===== src/rtl/log_compress.sv =====
// log_compress: log-compression back end for the normalizer output.
// Computes log2 of the original sample as {int_part, frac_log} from a
// 17-entry segment LUT, applies a captured offset/gain window and
// saturates to an OUT_WIDTH pixel.
// Optional feature macro: LOG_COMPRESS_INTERP_EN. When it is defined,
// frac_log is linearly interpolated between adjacent LUT entries. When it
// is undefined, frac_log is the LUT entry of the segment and no
// interpolation multiplier is built.
// Handshake (both sides): a transfer happens on a rising edge where valid
// and ready are both high. Once raised, out_valid and the output data stay
// stable until that edge. in_ready is high only while the block is idle.
// The LUT table holds the values for SEG_BITS=4, LOG_FRAC=12.
module log_compress #(
    parameter int SHIFT_WIDTH = 4,
    parameter int FRAC_WIDTH  = 16,
    parameter int NORM_WIDTH  = FRAC_WIDTH + 1,
    parameter int SEG_BITS    = 4,
    parameter int LOG_FRAC    = 12,
    parameter int GAIN_WIDTH  = 16,
    parameter int GAIN_SHIFT  = 12,
    parameter int OUT_WIDTH   = 8
) (
    input  logic                            clk,
    input  logic                            reset,
    input  logic                            in_valid,
    output logic                            in_ready,
    input  logic [SHIFT_WIDTH-1:0]          int_part,
    input  logic [NORM_WIDTH-1:0]           mant_in,
    input  logic [SHIFT_WIDTH+LOG_FRAC-1:0] offset,
    input  logic [GAIN_WIDTH-1:0]           gain,
    output logic                            out_valid,
    input  logic                            out_ready,
    output logic [OUT_WIDTH-1:0]            pixel,
    output logic [SHIFT_WIDTH+LOG_FRAC-1:0] log_out,
    output logic                            clip,
    output logic [2:0]                      dbg_state
);

    localparam int LOG_W   = SHIFT_WIDTH + LOG_FRAC;
    localparam int REM_W   = FRAC_WIDTH - SEG_BITS;
    localparam int LE_W    = LOG_FRAC + 1;
    localparam int PR_W    = LOG_W + GAIN_WIDTH;
    localparam int PIX_MAX = (1 << OUT_WIDTH) - 1;

    // round(log2(1 + k/16) * 4096), k = 0..16
    localparam int LUT_TAB [0:(1 << SEG_BITS)] = '{
        0, 358, 696, 1016, 1319, 1607, 1882, 2145,
        2396, 2637, 2869, 3092, 3307, 3514, 3715, 3908,
        4096
    };

    typedef enum logic [2:0] {
        S_IDLE   = 3'd0,
        S_LOOKUP = 3'd1,
        S_INTERP = 3'd2,
        S_SCALE  = 3'd3,
        S_SEND   = 3'd4
    } state_t;

    state_t                  state_q, state_d;
    logic [SHIFT_WIDTH-1:0]  int_q, int_d;
    logic [FRAC_WIDTH-1:0]   frac_q, frac_d;
    logic [LOG_W-1:0]        offset_q, offset_d;
    logic [GAIN_WIDTH-1:0]   gain_q, gain_d;
    logic [LE_W-1:0]         y0_q, y0_d;
    logic [LOG_W-1:0]        log_val_q, log_val_d;
    logic [OUT_WIDTH-1:0]    pixel_q, pixel_d;
    logic [LOG_W-1:0]        log_out_q, log_out_d;
    logic                    clip_q, clip_d;
    logic                    out_valid_q, out_valid_d;

    logic [SEG_BITS-1:0]     seg;
    logic [SEG_BITS:0]       seg_idx;
    logic [LOG_FRAC-1:0]     frac_log;
    logic [LOG_W-1:0]        diff;
    logic [PR_W-1:0]         prod;
    logic                    unused_bits;

    assign seg     = frac_q[FRAC_WIDTH-1 -: SEG_BITS];
    assign seg_idx = {1'b0, seg};

`ifdef LOG_COMPRESS_INTERP_EN
    localparam int DR_W = LE_W + REM_W;

    logic [LE_W-1:0]  y1_q, y1_d;
    logic [REM_W-1:0] rem;
    logic [LE_W-1:0]  dy;
    logic [DR_W-1:0]  step;
    logic [DR_W-1:0]  frac_sum;

    // Linear interpolation inside the segment; y1 >= y0 so dy never wraps
    always_comb begin
        rem      = frac_q[REM_W-1:0];
        dy       = y1_q - y0_q;
        step     = (DR_W'(dy) * DR_W'(rem)) >> REM_W;
        frac_sum = DR_W'(y0_q) + step;
        frac_log = frac_sum[LOG_FRAC-1:0];
    end

    assign unused_bits = ^{mant_in[FRAC_WIDTH], frac_sum[DR_W-1:LOG_FRAC]};
`else
    // Segment value only; the top LUT bit is only set by the final entry
    always_comb begin
        frac_log = y0_q[LOG_FRAC-1:0];
    end

    assign unused_bits = ^{mant_in[FRAC_WIDTH], frac_q[REM_W-1:0], y0_q[LOG_FRAC]};
`endif

    // Offset floor and gain at full product width
    always_comb begin
        diff = (log_val_q >= offset_q) ? (log_val_q - offset_q) : '0;
        prod = (PR_W'(diff) * PR_W'(gain_q)) >> GAIN_SHIFT;
    end

    // Next-state and datapath register updates for the five-step pipeline
    always_comb begin
        state_d     = state_q;
        int_d       = int_q;
        frac_d      = frac_q;
        offset_d    = offset_q;
        gain_d      = gain_q;
        y0_d        = y0_q;
`ifdef LOG_COMPRESS_INTERP_EN
        y1_d        = y1_q;
`endif
        log_val_d   = log_val_q;
        pixel_d     = pixel_q;
        log_out_d   = log_out_q;
        clip_d      = clip_q;
        out_valid_d = out_valid_q;
        case (state_q)
            S_IDLE: begin
                if (in_valid) begin
                    int_d    = int_part;
                    frac_d   = mant_in[FRAC_WIDTH-1:0];
                    offset_d = offset;
                    gain_d   = gain;
                    state_d  = S_LOOKUP;
                end
            end
            S_LOOKUP: begin
                y0_d    = LE_W'(LUT_TAB[seg_idx]);
`ifdef LOG_COMPRESS_INTERP_EN
                y1_d    = LE_W'(LUT_TAB[seg_idx + (SEG_BITS+1)'(1)]);
`endif
                state_d = S_INTERP;
            end
            S_INTERP: begin
                log_val_d = {int_q, frac_log};
                state_d   = S_SCALE;
            end
            S_SCALE: begin
                if (prod > PR_W'(PIX_MAX)) begin
                    pixel_d = OUT_WIDTH'(PIX_MAX);
                    clip_d  = 1'b1;
                end else begin
                    pixel_d = prod[OUT_WIDTH-1:0];
                    clip_d  = 1'b0;
                end
                log_out_d   = log_val_q;
                out_valid_d = 1'b1;
                state_d     = S_SEND;
            end
            S_SEND: begin
                if (out_ready) begin
                    out_valid_d = 1'b0;
                    state_d     = S_IDLE;
                end
            end
            default: begin
                state_d = S_IDLE;
            end
        endcase
    end

    // State and data registers; reset drops any sample in flight
    always_ff @(posedge clk) begin
        if (reset) begin
            state_q     <= S_IDLE;
            int_q       <= '0;
            frac_q      <= '0;
            offset_q    <= '0;
            gain_q      <= '0;
            y0_q        <= '0;
`ifdef LOG_COMPRESS_INTERP_EN
            y1_q        <= '0;
`endif
            log_val_q   <= '0;
            pixel_q     <= '0;
            log_out_q   <= '0;
            clip_q      <= 1'b0;
            out_valid_q <= 1'b0;
        end else begin
            state_q     <= state_d;
            int_q       <= int_d;
            frac_q      <= frac_d;
            offset_q    <= offset_d;
            gain_q      <= gain_d;
            y0_q        <= y0_d;
`ifdef LOG_COMPRESS_INTERP_EN
            y1_q        <= y1_d;
`endif
            log_val_q   <= log_val_d;
            pixel_q     <= pixel_d;
            log_out_q   <= log_out_d;
            clip_q      <= clip_d;
            out_valid_q <= out_valid_d;
        end
    end

    assign in_ready  = (state_q == S_IDLE);
    assign out_valid = out_valid_q;
    assign pixel     = pixel_q;
    assign log_out   = log_out_q;
    assign clip      = clip_q;
    assign dbg_state = state_q;

endmodule


===== config.mk =====
export PLATFORM = sky130hd
export DESIGN_NAME = log_compress
export DESIGN_NICKNAME = d
export VERILOG_FILES = /design/src/rtl/log_compress.sv
export SDC_FILE = /design/constraint.sdc
export NUM_CORES = 1
export LEC_CHECK = 0
export BUFFER_PORTS_ARGS = -buffer_cell sky130_fd_sc_hd__buf_4
export CAP_MARGIN = 10
export CORE_ASPECT_RATIO = 2
export CORE_MARGIN = 8
export CORE_UTILIZATION = 45
export CTS_BUF_LIST = sky130_fd_sc_hd__clkbuf_2 sky130_fd_sc_hd__clkbuf_4 sky130_fd_sc_hd__clkbuf_8
export CTS_CLUSTER_SIZE = 10
export DETAILED_ROUTE_END_ITERATION = 12
export MAX_ROUTING_LAYER = met4
export PLACE_DENSITY = 0.72
export SYNTH_ARGS = -nofsm -noshare
export SYNTH_HDL_FRONTEND = slang
export SYNTH_SLANG_ARGS = --single-unit

===== constraint.sdc =====
create_clock -name clk -period 9.2 [get_ports clk]
set_clock_uncertainty 0.05 [all_clocks]
set_input_delay 2.3 -clock clk [delete_from_list [all_inputs] [get_ports clk]]
set_output_delay 2.3 -clock clk [all_outputs]
set_load 0.02 [all_outputs]

# Word level (Yosys, flattened, before mapping)
# Memory sizes are Yosys's and may differ from the RTL's. A register that Yosys moved wholly into a read port is not among the register bits.
# Index checks and enable logic that the tools add are counted.
# word_totals
ff_bits	97
latchBits	0
mem_bits_rw	0
mem_bits_ro	1024
in_bits	57
out_inout_bits	30
wordCells	35
mem_count	1
# op_classes
add_sub_neg	1
n_mul	1
div_mod_pow	0
order_cmp	2
eq_ne	6
shifts	0
mux	8
bitwise	1
reduce_logical	5
# memory_table
name	depth	width	read_ports	rd_clocked_by_memory_dff	write_ports	line	source
(name not given)	32	32	1	1	0	143	y0_d = LE_W'(LUT_TAB[seg_idx]);
# op_table
cell	n
$mul A16 B16 Y32	1
$gt A20 B8 Y1 const B	1
$ge A16 B16 Y1	1
$mux W16	1
$sub A16 B16 Y16	1
$pmux W3 S5	1
$mux W8	1
$eq A3 B2 Y1 const B	2
$mux W3	2
$not A4 Y6	1
$reduce_and A2 Y1	3
$ne A2 B2 Y1 const B	2
$eq A3 B1 Y1 const B	1
$eq A3 B3 Y1 const B	1
$logic_not A3 Y1	1
$mux W1	2
$pmux W1 S2	1
$reduce_bool A2 Y1	1

# Longest topological paths before layout
# depth
depth_word	5
mapped_depth	37
mapped_depth_nobuf	37

# Least setup slack after synthesis
# OpenSTA, ideal clock, no wires.
# synth_timing
path_kind	flip-flop to flip-flop
startpoint	register offset_q[14]
endpoint	register clip_q (netlist: clip)
arrival_ps	8094
required_time_ps	9006
slack_ps	913
stages_incl_launch_ff	32
synth_period_minus_slack_ps	8287
path_cell_list	dfxtp_1 -> inv_1 -> ha_1 -> and4_4 -> and3_1 -> a32oi_2 -> and2_0 -> clkbuf_1 -> clkbuf_1 -> nor3_1 -> clkbuf_1 -> nand2_1 -> fa_1 -> fa_1 -> fa_1 -> inv_1 -> fa_1 -> fa_1 -> inv_1 -> fa_1 -> inv_1 -> ha_1 -> a21oi_1 -> o21ai_1 -> a2111oi_2 -> o31ai_1 -> nor3_2 -> o31ai_2 -> a221oi_2 -> mux2_4 -> nor4_4 -> a211oi_1
# synth_via
elab_chain_cells	5
# synth_rtl
item	line	source
start: declaration	63	logic [LOG_W-1:0] offset_q, offset_d;
start signal: assignment	198	offset_q <= offset_d;
$sub A16 B16 Y16 or $ge A16 B16 Y1 (tied branches)	112	diff = (log_val_q >= offset_q) ? (log_val_q - offset_q) : '0;
$mux W16 (*)	112	
$mul A16 B16 Y32 (*)	113	prod = (PR_W'(diff) * PR_W'(gain_q)) >> GAIN_SHIFT;
$gt A20 B8 Y1 (*)	154	if (prod > PR_W'(PIX_MAX)) begin
$mux W1 (*)	154	
end signal: assignment	207	clip_q <= clip_d;
end: declaration	69	logic clip_q, clip_d;
# Mark *: on every way between the ends. The rest lies on a longest branch, timed or not.
# A chain may end at the register's enable or synchronous reset.

# Final worst setup path
# layout_timing
startpoint	register log_val_q[0]
endpoint	register clip_q (netlist: clip)
# layout_via
elab_chain_cells	5
# layout_rtl
item	line	source
start: declaration	66	logic [LOG_W-1:0] log_val_q, log_val_d;
start signal: assignment	204	log_val_q <= log_val_d;
$sub A16 B16 Y16 or $ge A16 B16 Y1 (tied branches)	112	
$mux W16 (*)	112	
$mul A16 B16 Y32 (*)	113	
$gt A20 B8 Y1 (*)	154	
$mux W1 (*)	154	
# Marks and branches as above.

==> out/qor.yml <==
cp_common_cell: "fa_1"
clk_pin_slew_ps: 110
async_flop_share_pct: 0
fin_tns_setup_ps: 0
cp-start-kind: "flip-flop"
io_buffers: 73
path_max_fanout: 12
drt-total-wl_um: 32500
drive_gt1_share_pct: 8.82
syn_area_mm2: 0.0130
cts_buffers: 9
start_util_pct: 45.4
synth-seq-cells: 97
worstMarginPinSlew_ps: 1080
ctsHtreeMaxLevel: 3
yosys-top-cells-area: "fa_1 30%, dfxtp_1 15%, ha_1 12%, nand2_1 9.2%, inv_1 7.4%"
outcome: "completed"
areaGrowthSynthToFinish_pct: 8.95
fill_cells: 2816
arrival_ps: 8910
grt_usage_pct: 20.0
fmaxAchievable_mhz: 115
hold_class: "reg2reg"
slew_viol_final: 0
synth_edf_count: 0
vdd_drop_max_mv: 0.108
drt-initial-drc-count: 553
vias: 10474
synth_top_family_by_area: "adder cells"
dieHeight_um: 256
finalNetCount: 1991
io_pins: 87
grt_pass1_wl_um: 54800
drc_errors: 0
gp_congestion: 0.906
rsz0062_at_grt: "false"
ys.flop_type: "dfxtp_1"
antenna_found_initial: 1
drv_cap: 0
fin_crit_sh_pct: 94.8
clkSinkCount: 97
multiInputGateArea_mm2: 0.00981
netlist_instances: 1581
grt_pass1_vias: 10880
power.density_mw_per_mm2: 128
wl_per_cell_um: 16.4
yosys.area.top_type: "fa_1"
crit_type: "reg2reg"
seqCellArea_mm2: 0.00194
fin_util_pct: 49.5
max_stage_delay_ps: 530
cts_setup_buffers: 0
finalCriticalPeriod_ps: 8720
setup_viol: 0
synth_cell_types: 59
die_w_um: 136
overflow: 0
synth-simple-area-share_pct: 20.1
holdBufCountCts: 0
synth_nets: 1955
syn_avg_cell_area_um2: 8.22
cts_max_path_buffers: 2
grt_max_degree: 98
ys_warn_count: 0
synthAdderAreaFrac_pct: 41.7
cts_tree: "yes"
cp_slowest_cell: "fa_1"
clockRootBuffer: "clkbuf_8"
die-area_mm2: 0.0349
routed_via_density: 5.28
yosys.area_share.xor_xnor_pct: 1.82
p_leak_uw: 0.00706
netlist.area_leader.share_pct: 29.9
synthMuxAreaShare_pct: 0.443
cp_data_required_time_ps: 9390
detailed_place_hpwl_um: 25300
finalHoldViolCount: 0
clock_latency_ps: 380
end_kind: "flip-flop"
seq_area_frac_synth_pct: 14.9
relSlewSlack_pct: 27.7
synth_compound_gate_area_share_pct: 11.2
drt-pass1-iter-count: 5
diodes: 0
ant_nets: 0
core_mm2: 0.0286
row_count: 88
[synthesized netlist by cell type, drive strengths merged, types with 21 or more instances]
cell / n
a21oi: 120
and2: 92
and3: 29
clkbuf: 80
dfxtp: 97
fa: 194
ha: 123
inv: 258
nand2: 318
nand3: 21
nor2: 46
o21ai: 26
[what timing repair did]
item,4_1_cts,5_1_grt
endpoints found under the hold margin,0,0
endpoints found under the setup margin,0,9
gates resized for setup,0,5
[area by class of cell]
class	instances	area share (%)
Multi-Input combinational cell	1144	69.2
Sequential cell	97	13.7
Inverter	258	6.84
Timing Repair Buffer	107	5.76
Tap cell	360	3.18
Clock buffer	9	0.875
Clock inverter	7	0.406
[metrics by stage]
stage | setup WS (ps) | std cells | power (µW) | hold WS (ps) | instance area (µm²)
after floorplan | 913 | 1581 | 1170 | 382 | 13000
after global placement | 325 | 1966 | 1530 | 389 | 14000
after detailed placement | 354 | 1966 | 1530 | 395 | 14000
after CTS | 269 | 1982 | 1810 | 399 | 14100
after global routing | 37.6 | 1982 | 1950 | 415 | 14200
final | 481 | 1982 | 1810 | 400 | 14200
[critical path, delay by kind of cell, from the launching register on]
family / cells / cell delay (ps)
flip-flops: 1 / 330
buffers and inverters: 9 / 870
AO/OA/AOI/OAI: 12 / 2150
XOR/XNOR: 2 / 380
adder cells (fa/ha/maj): 9 / 3830
AND/OR/NAND/NOR: 6 / 940
[where the power goes]
part	leakage [µW]	internal [µW]	total [µW]	switching, µW
registers	0.000790	444	492	48.1
clock network	0.0000938	103	270	167
logic	0.00618	383	1050	665
[worst paths after layout]
| path | slack, ps | startpoint | end | depth (start not counted) |
|---|---|---|---|---|
| max reg2reg | 480 | log_val_q[0]$_SDFFE_PP0N_ | clip$_SDFFE_PP0P_ | 38 |
| min | 400 | y0_q[7]$_SDFFE_PP0P_ | log_val_q[7]$_SDFFE_PP0N_ | 2 |
| min reg2reg | 400 | y0_q[7]$_SDFFE_PP0P_ | log_val_q[7]$_SDFFE_PP0N_ | 2 |
| max | 480 | log_val_q[0]$_SDFFE_PP0N_ | clip$_SDFFE_PP0P_ | 38 |
[cells in the final DEF (no fill, tap or decap), drive strengths merged, types with 4 or more instances in the layout]
cell,n
fa,194
nand2b,7
xor2,13
inv,262
xnor2,14
o211ai,7
nand2,318
o21a,8
and3,29
ha,123
dfxtp,97
nand3b,4
nand4,9
nor3,18
nor2,46
a31oi,11
nand3,21
nor4,4
a211oi,11
a21o,16
a2111oi,4
clkbuf,9
buf,107
a21oi,120
o21ai,26
and2,92
o21bai,12
[routing by layer]
metal	vias up	wire length, µm	track usage, %
met3	45	1610	2.90
met2	249	15600	31.8
met4	0	751	4.94
met1	5128	14600	26.3
li1	5052	-	-
met5	-	0	-
[state kept, by name, summed over array words and instances (netlist names)]
| register | cells |
|---|---|
| int_q | 4 |
| out_valid | 1 |
| log_val_q | 16 |
| dbg_state | 3 |
| clip | 1 |
| log_out | 16 |
| frac_q | 4 |
| pixel | 8 |
| y0_q | 12 |
| gain_q | 16 |
| offset_q | 16 |
[logic make-up after synthesis]
family / Yosys count
compound gates: 235
xor+xnor: 27
fa+ha+maj: 317
buf+inv: 340
flops: 97
mux: 4
simple gates: 561
Note: power is estimated with default switching activity, not from simulation.
